--- src/rtl/display_status_stage.sv ---
// rtl/display_status_stage.sv - registered VGA colour/sync output with lives, invincibility and game-over state.
// Optional HURT_FLASH_EN: alternate BG/HIT background every FLASH_PERIOD frames while invincible.
module display_status_stage #(
  parameter int COLOUR_BITS  = 2,
  parameter int MAX_LIVES    = 3,
  parameter int IFRAMES      = 60,
  parameter int FLASH_PERIOD = 8,
  parameter logic [3*COLOUR_BITS-1:0] FG_RGB  = {(3*COLOUR_BITS){1'b1}},
  parameter logic [3*COLOUR_BITS-1:0] BG_RGB  = {{COLOUR_BITS{1'b0}}, {COLOUR_BITS{1'b1}}, {COLOUR_BITS{1'b0}}},
  parameter logic [3*COLOUR_BITS-1:0] HIT_RGB = {{COLOUR_BITS{1'b1}}, {(2*COLOUR_BITS){1'b0}}}
) (
  input  logic                   clk,
  input  logic                   rst_n,
  input  logic                   pixel_value,
  input  logic                   video_active,
  input  logic                   hsync_in,
  input  logic                   vsync_in,
  input  logic                   frame_end,
  input  logic                   hit,
  input  logic                   restart,
  output logic [COLOUR_BITS-1:0] R,
  output logic [COLOUR_BITS-1:0] G,
  output logic [COLOUR_BITS-1:0] B,
  output logic [7:0]             uo_pins,
  output logic [3:0]             lives,
  output logic                   game_over,
  output logic                   invincible
);

  typedef enum logic [1:0] {PLAY, HURT, GAME_OVER} state_t;

  state_t                   state, state_n;
  logic [3:0]               lives_r, lives_n;
  logic [7:0]               iframe_cnt, iframe_n;
  logic                     hit_seen;
  logic                     effective_hit;
  logic                     hsync_d, vsync_d;
  logic [3*COLOUR_BITS-1:0] hurt_bg;
  logic [3*COLOUR_BITS-1:0] rgb_n;

  // A hit landing on the frame_end cycle still belongs to the frame that is ending.
  assign effective_hit = hit_seen | hit;

  always_ff @(posedge clk or negedge rst_n) begin
    if (!rst_n) begin
      state      <= PLAY;
      lives_r    <= 4'(MAX_LIVES);
      iframe_cnt <= 8'd0;
    end else begin
      state      <= state_n;
      lives_r    <= lives_n;
      iframe_cnt <= iframe_n;
    end
  end

  always_comb begin
    state_n  = state;
    lives_n  = lives_r;
    iframe_n = iframe_cnt;
    case (state)
      PLAY: begin
        if (frame_end && effective_hit) begin
          if (lives_r > 4'd1) begin
            lives_n  = lives_r - 4'd1;
            iframe_n = 8'(IFRAMES);
            state_n  = HURT;
          end else begin
            lives_n = 4'd0;
            state_n = GAME_OVER;
          end
        end
      end
      HURT: begin
        if (frame_end) begin
          if (iframe_cnt == 8'd1) begin
            iframe_n = 8'd0;
            state_n  = PLAY;
          end else begin
            iframe_n = iframe_cnt - 8'd1;
          end
        end
      end
      GAME_OVER: begin
        if (restart) begin
          lives_n = 4'(MAX_LIVES);
          state_n = PLAY;
        end
      end
      default: state_n = PLAY;
    endcase
  end

  always_ff @(posedge clk or negedge rst_n) begin
    if (!rst_n) begin
      hit_seen <= 1'b0;
    end else if ((state == GAME_OVER && restart) || frame_end) begin
      hit_seen <= 1'b0;
    end else if (hit) begin
      hit_seen <= 1'b1;
    end
  end

`ifdef HURT_FLASH_EN
  localparam int FW = $clog2(FLASH_PERIOD) + 1;
  logic [FW-1:0] flash_cnt;

  // Restarting at zero makes every invincibility window open on the normal background.
  always_ff @(posedge clk or negedge rst_n) begin
    if (!rst_n) begin
      flash_cnt <= '0;
    end else if (state != HURT && state_n == HURT) begin
      flash_cnt <= '0;
    end else if (frame_end) begin
      flash_cnt <= flash_cnt + FW'(1);
    end
  end

  assign hurt_bg = flash_cnt[FW-1] ? HIT_RGB : BG_RGB;
`else
  assign hurt_bg = BG_RGB;
`endif

  always_comb begin
    rgb_n = '0;
    if (video_active) begin
      if (pixel_value) begin
        rgb_n = FG_RGB;
      end else begin
        case (state)
          HURT:      rgb_n = hurt_bg;
          GAME_OVER: rgb_n = HIT_RGB;
          default:   rgb_n = BG_RGB;
        endcase
      end
    end
  end

  always_ff @(posedge clk or negedge rst_n) begin
    if (!rst_n) begin
      R       <= '0;
      G       <= '0;
      B       <= '0;
      hsync_d <= 1'b0;
      vsync_d <= 1'b0;
    end else begin
      {R, G, B} <= rgb_n;
      hsync_d   <= hsync_in;
      vsync_d   <= vsync_in;
    end
  end

  assign uo_pins = {hsync_d, B[COLOUR_BITS-2], G[COLOUR_BITS-2], R[COLOUR_BITS-2],
                    vsync_d, B[COLOUR_BITS-1], G[COLOUR_BITS-1], R[COLOUR_BITS-1]};

  assign lives      = lives_r;
  assign game_over  = (state == GAME_OVER);
  assign invincible = (state == HURT);

endmodule

--- config.mk ---
export PLATFORM = sky130hd
export DESIGN_NAME = display_status_stage
export DESIGN_NICKNAME = d
export VERILOG_FILES = /design/src/rtl/display_status_stage.sv
export SDC_FILE = /design/constraint.sdc
export NUM_CORES = 1
export LEC_CHECK = 0
export BUFFER_PORTS_ARGS = -buffer_cell sky130_fd_sc_hd__buf_2
export CAP_MARGIN = 20
export CORE_UTILIZATION = 51
export DETAILED_ROUTE_END_ITERATION = 16
export PLACE_DENSITY = 0.84
export RECOVER_POWER = 100
export SLEW_MARGIN = 30
export SYNTH_ARGS = -nofsm -noshare
export SYNTH_HDL_FRONTEND = slang
export SYNTH_SLANG_ARGS = --single-unit
--- constraint.sdc ---
create_clock -name clk -period 2.44 [get_ports clk]
set_clock_uncertainty 0.15 [all_clocks]
set_input_delay 0.366 -clock clk [delete_from_list [all_inputs] [get_ports clk]]
set_output_delay 0.366 -clock clk [all_outputs]
set_load 0.005 [all_outputs]
Yosys cells after proc, flatten, opt, wreduce, memory -nomap -nowiden
Index checks and enable logic that the tools add are counted.
W data, S select, Z words.
{"block": "totals", "regBits": 23, "wordCells": 51}
{"block": "op_classes", "addsub": 2, "order_cmp": 1, "eq_ne": 8, "n_mux": 20, "bitwise": 1, "n_reduce_logical": 10}
{"operator": "$mux W8", "count": 4}
{"operator": "$mux W6", "count": 3}
{"operator": "$pmux W8 S2", "count": 1}
{"operator": "$mux W4", "count": 3}
{"operator": "$mux W2", "count": 5}
{"operator": "$eq A8 B1 Y1 const B", "count": 1}
{"operator": "$ne A2 B2 Y1 const B", "count": 4}
{"operator": "$pmux W4 S2", "count": 1}
{"operator": "$reduce_and A4 Y1", "count": 2}
{"operator": "$sub A8 B1 Y8 const B", "count": 1}
{"operator": "$pmux W2 S3", "count": 1}
{"operator": "$reduce_bool A2 Y1", "count": 3}
{"operator": "$gt A4 B1 Y1 const B", "count": 1}
{"operator": "$sub A4 B1 Y4 const B", "count": 1}
{"operator": "$reduce_and A3 Y1", "count": 1}
{"operator": "$eq A2 B1 Y1 const B", "count": 1}
{"operator": "$eq A2 B2 Y1 const B", "count": 1}
{"operator": "$logic_and A1 B1 Y1", "count": 2}
{"operator": "$logic_not A2 Y1", "count": 1}
{"operator": "$mux W1", "count": 2}
{"operator": "$ne A2 B1 Y1 const B", "count": 1}
{"operator": "$logic_or A1 B1 Y1", "count": 1}
{"operator": "$or A1 B1 Y1", "count": 1}

Logic depth before layout (Yosys ltp)
{"block": "logic_depth", "ltp_word": 4, "ltp_mapped": 6}

Worst setup path before layout
OpenSTA, ideal clock, no wires.
{"block": "synth_path", "kind": "reg2reg", "startpoint": "register lives_r[0] (netlist: lives[0])", "endpoint": "register iframe_cnt[0]", "setup_time_ps": 121, "t_arrival_ps": 1753, "t_required_ps": 2169, "slack_ps": 416, "path_stages_with_launch": 7, "synth_period_minus_slack_ps": 2024, "path_cell_list": "dfstp_2 inv_1 ha_1 or2_1 a211oi_2 nor2_1 a22o_1"}
{"block": "synth_via", "elab_chain_cells": 3}
{"item": "from (decl)", "line_no": "33", "source": "logic [3:0] lives_r, lives_n;"}
{"item": "from (signal assigned)", "line_no": "47", "source": "lives_r <= 4'(MAX_LIVES);"}
{"item": "from (signal assigned)", "line_no": "51", "source": "lives_r <= lives_n;"}
{"item": "$gt A4 B1 Y1", "line_no": "63", "source": "if (lives_r > 4'd1) begin"}
{"item": "$ne A2 B2 Y1 (no line)"}
{"item": "$reduce_and A4 Y1 (no line)"}
{"item": "to (signal assigned)", "line_no": "52", "source": "iframe_cnt <= iframe_n;"}
{"item": "to (decl)", "line_no": "34", "source": "logic [7:0] iframe_cnt, iframe_n;"}
No other way between the ends.
A chain may end at the register's enable or synchronous reset.

Worst setup path after layout
{"block": "layout_path", "startpoint": "register lives_r[0] (netlist: lives[0])", "endpoint": "register iframe_cnt[6]"}
The elaborated chain is that of the path after synthesis.

==> impl_metrics.env <==
export IMPL_slew_headroom=0.314
export IMPL_chipHeight_um=49.2
export IMPL_diodes=0
export IMPL_die_w_um=49.2
export IMPL_pwr_density_cell_nw_per_um2=982
export IMPL_hold_path_class="input port to register"
export IMPL_root_buffer="clkbuf_4"
export IMPL_whs_ns=0.0149
export IMPL_clk_pin_slew_ns=0.11
export IMPL_dp_hpwl_um=1690
export IMPL_power_frac_clock=0.128
export IMPL_grt_pass1_wl_um=4000
export IMPL_clk_path_buf_depth=2
export IMPL_synth_seq_area_share=0.443
export IMPL_finalHoldViolations=0
export IMPL_rsz0062_at_grt="false"
export IMPL_firstDrtPassIters=4
export IMPL_fill_cells=172
export IMPL_p_int_mw=0.720
export IMPL_synthTopCellsByArea="dfrtp_1 (40%), buf_4 (7.9%), dfstp_2 (4.6%)"
export IMPL_peakVddDrop_v=0.000533
export IMPL_power_leakage_nw=0.569
export IMPL_fin_setup_tns_ns=0
export IMPL_netlist_area_sq_um=1130
export IMPL_core_area_sq_um=2020
export IMPL_status="finished, final reports clean"
export IMPL_synth_ff_type="dfrtp_1"
export IMPL_portBuffers=28
export IMPL_syn_inst=116
export IMPL_drt_total_wl_um=2290
export IMPL_finalMaxSlewViolations=0
export IMPL_synth_async_sr_flop_share=1.00
export IMPL_cts_resized=0
export IMPL_rows=16
export IMPL_htreeDepth=1
export IMPL_viasPerCell=5.64
export IMPL_crit_type="register to register"
export IMPL_cts_tree="done"
export IMPL_synth_cell_types=41
export IMPL_swShare=0.414
export IMPL_period_needed_ns=2.22
export IMPL_num_nets_final=152
export IMPL_cp_data_arrival_time_ns=2.26
export IMPL_die_area_sq_um=2420
export IMPL_yosys_warnings=0
export IMPL_yosysTopAreaCellShare=0.397
export IMPL_max_stage_delay_ns=0.59
export IMPL_synthesis_nets=129
export IMPL_overflow=0
export IMPL_syn_area_per_cell_sq_um=9.78
export IMPL_setup_viol=0
export IMPL_maxCapViolCount=0
export IMPL_p_comb_frac=0.423
export IMPL_power_switching_mw=0.510
export IMPL_crit_chain="inv_1, ha_1, or2_0, a211oi_2, o21ai_0, a32o_1"
export IMPL_postCtsSetupRepairBufs=0
export IMPL_fmax_mhz=451
export IMPL_start_kind="register"
export IMPL_crit_slowest_cell="dfstp_2"
export IMPL_track_usage=0.217
export IMPL_wl_per_cell_um=13.9
export IMPL_ant_nets=0
export IMPL_grt_pass1_vias=930
export IMPL_cts_hold_buf=1
export IMPL_antenna_found_initial=0
export IMPL_post_route_period_util=0.908
export IMPL_total_power_mw=1.23
export IMPL_gp_congestion=0.894
export IMPL_ios=29
export IMPL_grt_max_degree=21
export IMPL_synth_edf_count=0
export IMPL_drive_above_1_share=0.210
export IMPL_start_util=0.561
export IMPL_crit_required_ns=2.48
export IMPL_tightest_slew_ns=1.03
export IMPL_post_route_cell_area_sq_um=1250
export IMPL_p_seq_frac=0.450
export IMPL_clock_sinks=20
export IMPL_crit_fanout=7
export IMPL_first_iter_violations=20
export IMPL_synth_top_area_cell="dfrtp_1"
export IMPL_synth_seq_cells=20
export IMPL_clkLatencyLatePin_ns=0.30
export IMPL_placed_cell_area_sq_um=1220
export IMPL_syn_to_final_growth_pct=10.4
export IMPL_cts_buffers=3
export IMPL_drc=0
export IMPL_cp_end_kind="register"
export IMPL_vias=931
==> cell families after synthesis <==
logic type,count (synthesis),synth area share
AND/OR/NAND/NOR,34,0.173
AO/OA/AOI/OAI,32,0.189
buffers and inverters,22,0.114
flip-flops,20,0.443
multiplexers,4,0.0375
adder cells (fa/ha/maj),4,0.0441
==> power groups by stage <==
stage	registers, mW	logic [mW]	clock network (mW)
final	0.553	0.520	0.157
after global routing	0.568	0.596	0.183
after CTS	0.553	0.525	0.165
after detailed placement	0.556	0.520	0
after global placement	0.546	0.493	0
after floorplan	0.520	0.397	0
==> cell type report <==
type | instances | area, sq um | share of cell area
well taps | 27 | 33.8 | 0.0270
flip-flops and latches | 20 | 503 | 0.402
repair buffers | 31 | 158 | 0.126
multi-input cells | 74 | 498 | 0.398
inverters | 9 | 33.8 | 0.0270
clock buffers | 4 | 26.3 | 0.0210
==> cell usage in the layout, fill, tap and decap left out, types with 2 or more instances in the layout <==
| master | instances |
|---|---|
| a21oi_1 | 9 |
| and2_0 | 2 |
| buf_2 | 19 |
| clkbuf_1 | 9 |
| clkbuf_4 | 3 |
| dfrtp_1 | 18 |
| dlygate4sd3_1 | 2 |
| ha_1 | 4 |
| inv_1 | 9 |
| mux2i_1 | 2 |
| nand2_1 | 5 |
| nand2b_1 | 3 |
| nand3b_1 | 2 |
| nor2_1 | 6 |
| nor2b_1 | 2 |
| nor3_1 | 6 |
| o21a_1 | 2 |
| o21ai_0 | 4 |
| o21ai_1 | 2 |
| o22ai_1 | 3 |
| o2bb2ai_1 | 2 |
==> stage by stage <==
step | instances | util | setup slack (ns)
after floorplan | 116 | - | 0.416
after global placement | 159 | 0.604 | 0.337
after detailed placement | 159 | 0.604 | 0.234
after CTS | 164 | 0.622 | 0.247
after global routing | 165 | 0.619 | 0.0976
final | 165 | 0.619 | 0.223
==> metal layers <==
metal,part of all wire,vias to the layer above,wire [um],GRT usage
met5,0,-,0,0
met4,0.0074,0,17,0.0784
met3,0.069,4,157,0.0405
met2,0.47,46,1070,0.352
met1,0.46,434,1050,0.289
li1,-,447,-,-
==> cells in the mapped netlist (2+ instances only) <==
cell type  number
and2_1          2
mux2i_1         2
o21a_1          2
o21ai_1         4
buf_4          12
dfstp_2         2
ha_1            4
nor2_1          6
o21ai_0         2
inv_1           9
nor3_1          5
o2bb2ai_1       2
dfrtp_1        18
a21oi_1         9
nand3b_1        2
nor2b_1         2
nand2b_1        3
nand2_1         5
o22ai_1         3
==> flip-flops by register name, indices dropped and copies added (netlist names) <==
| name | count |
|---|---|
| iframe_cnt | 8 |
| lives | 4 |
| state | 2 |
| B | 1 |
| G | 1 |
| R | 1 |
| hit_seen | 1 |
| hsync_d | 1 |
| vsync_d | 1 |
==> critical path: cells and delay by family, from the launching register on <==
family | cells | cell delay, ns
DFF | 1 | 0.59
and+or+nand+nor | 1 | 0.29
adders and majority gates | 1 | 0.22
AOI/OAI and AO/OA | 3 | 0.81
buffers and inverters | 1 | 0.06
==> worst paths after layout <==
path,startpoint,end,slack [ns],depth (start not counted)
max in group asynchronous,rst_n,lives[3],0.91,2
worst max-delay path,lives[0],iframe_cnt[6],0.22,6
worst max register to register,lives[0],iframe_cnt[6],0.22,6
min in group asynchronous,rst_n,iframe_cnt[7],0.60,2
worst min register to register,lives[2],lives[2],0.41,1
worst min-delay path,hsync_in,hsync_d,0.01,1
Note: power is estimated with default switching activity, not from simulation.
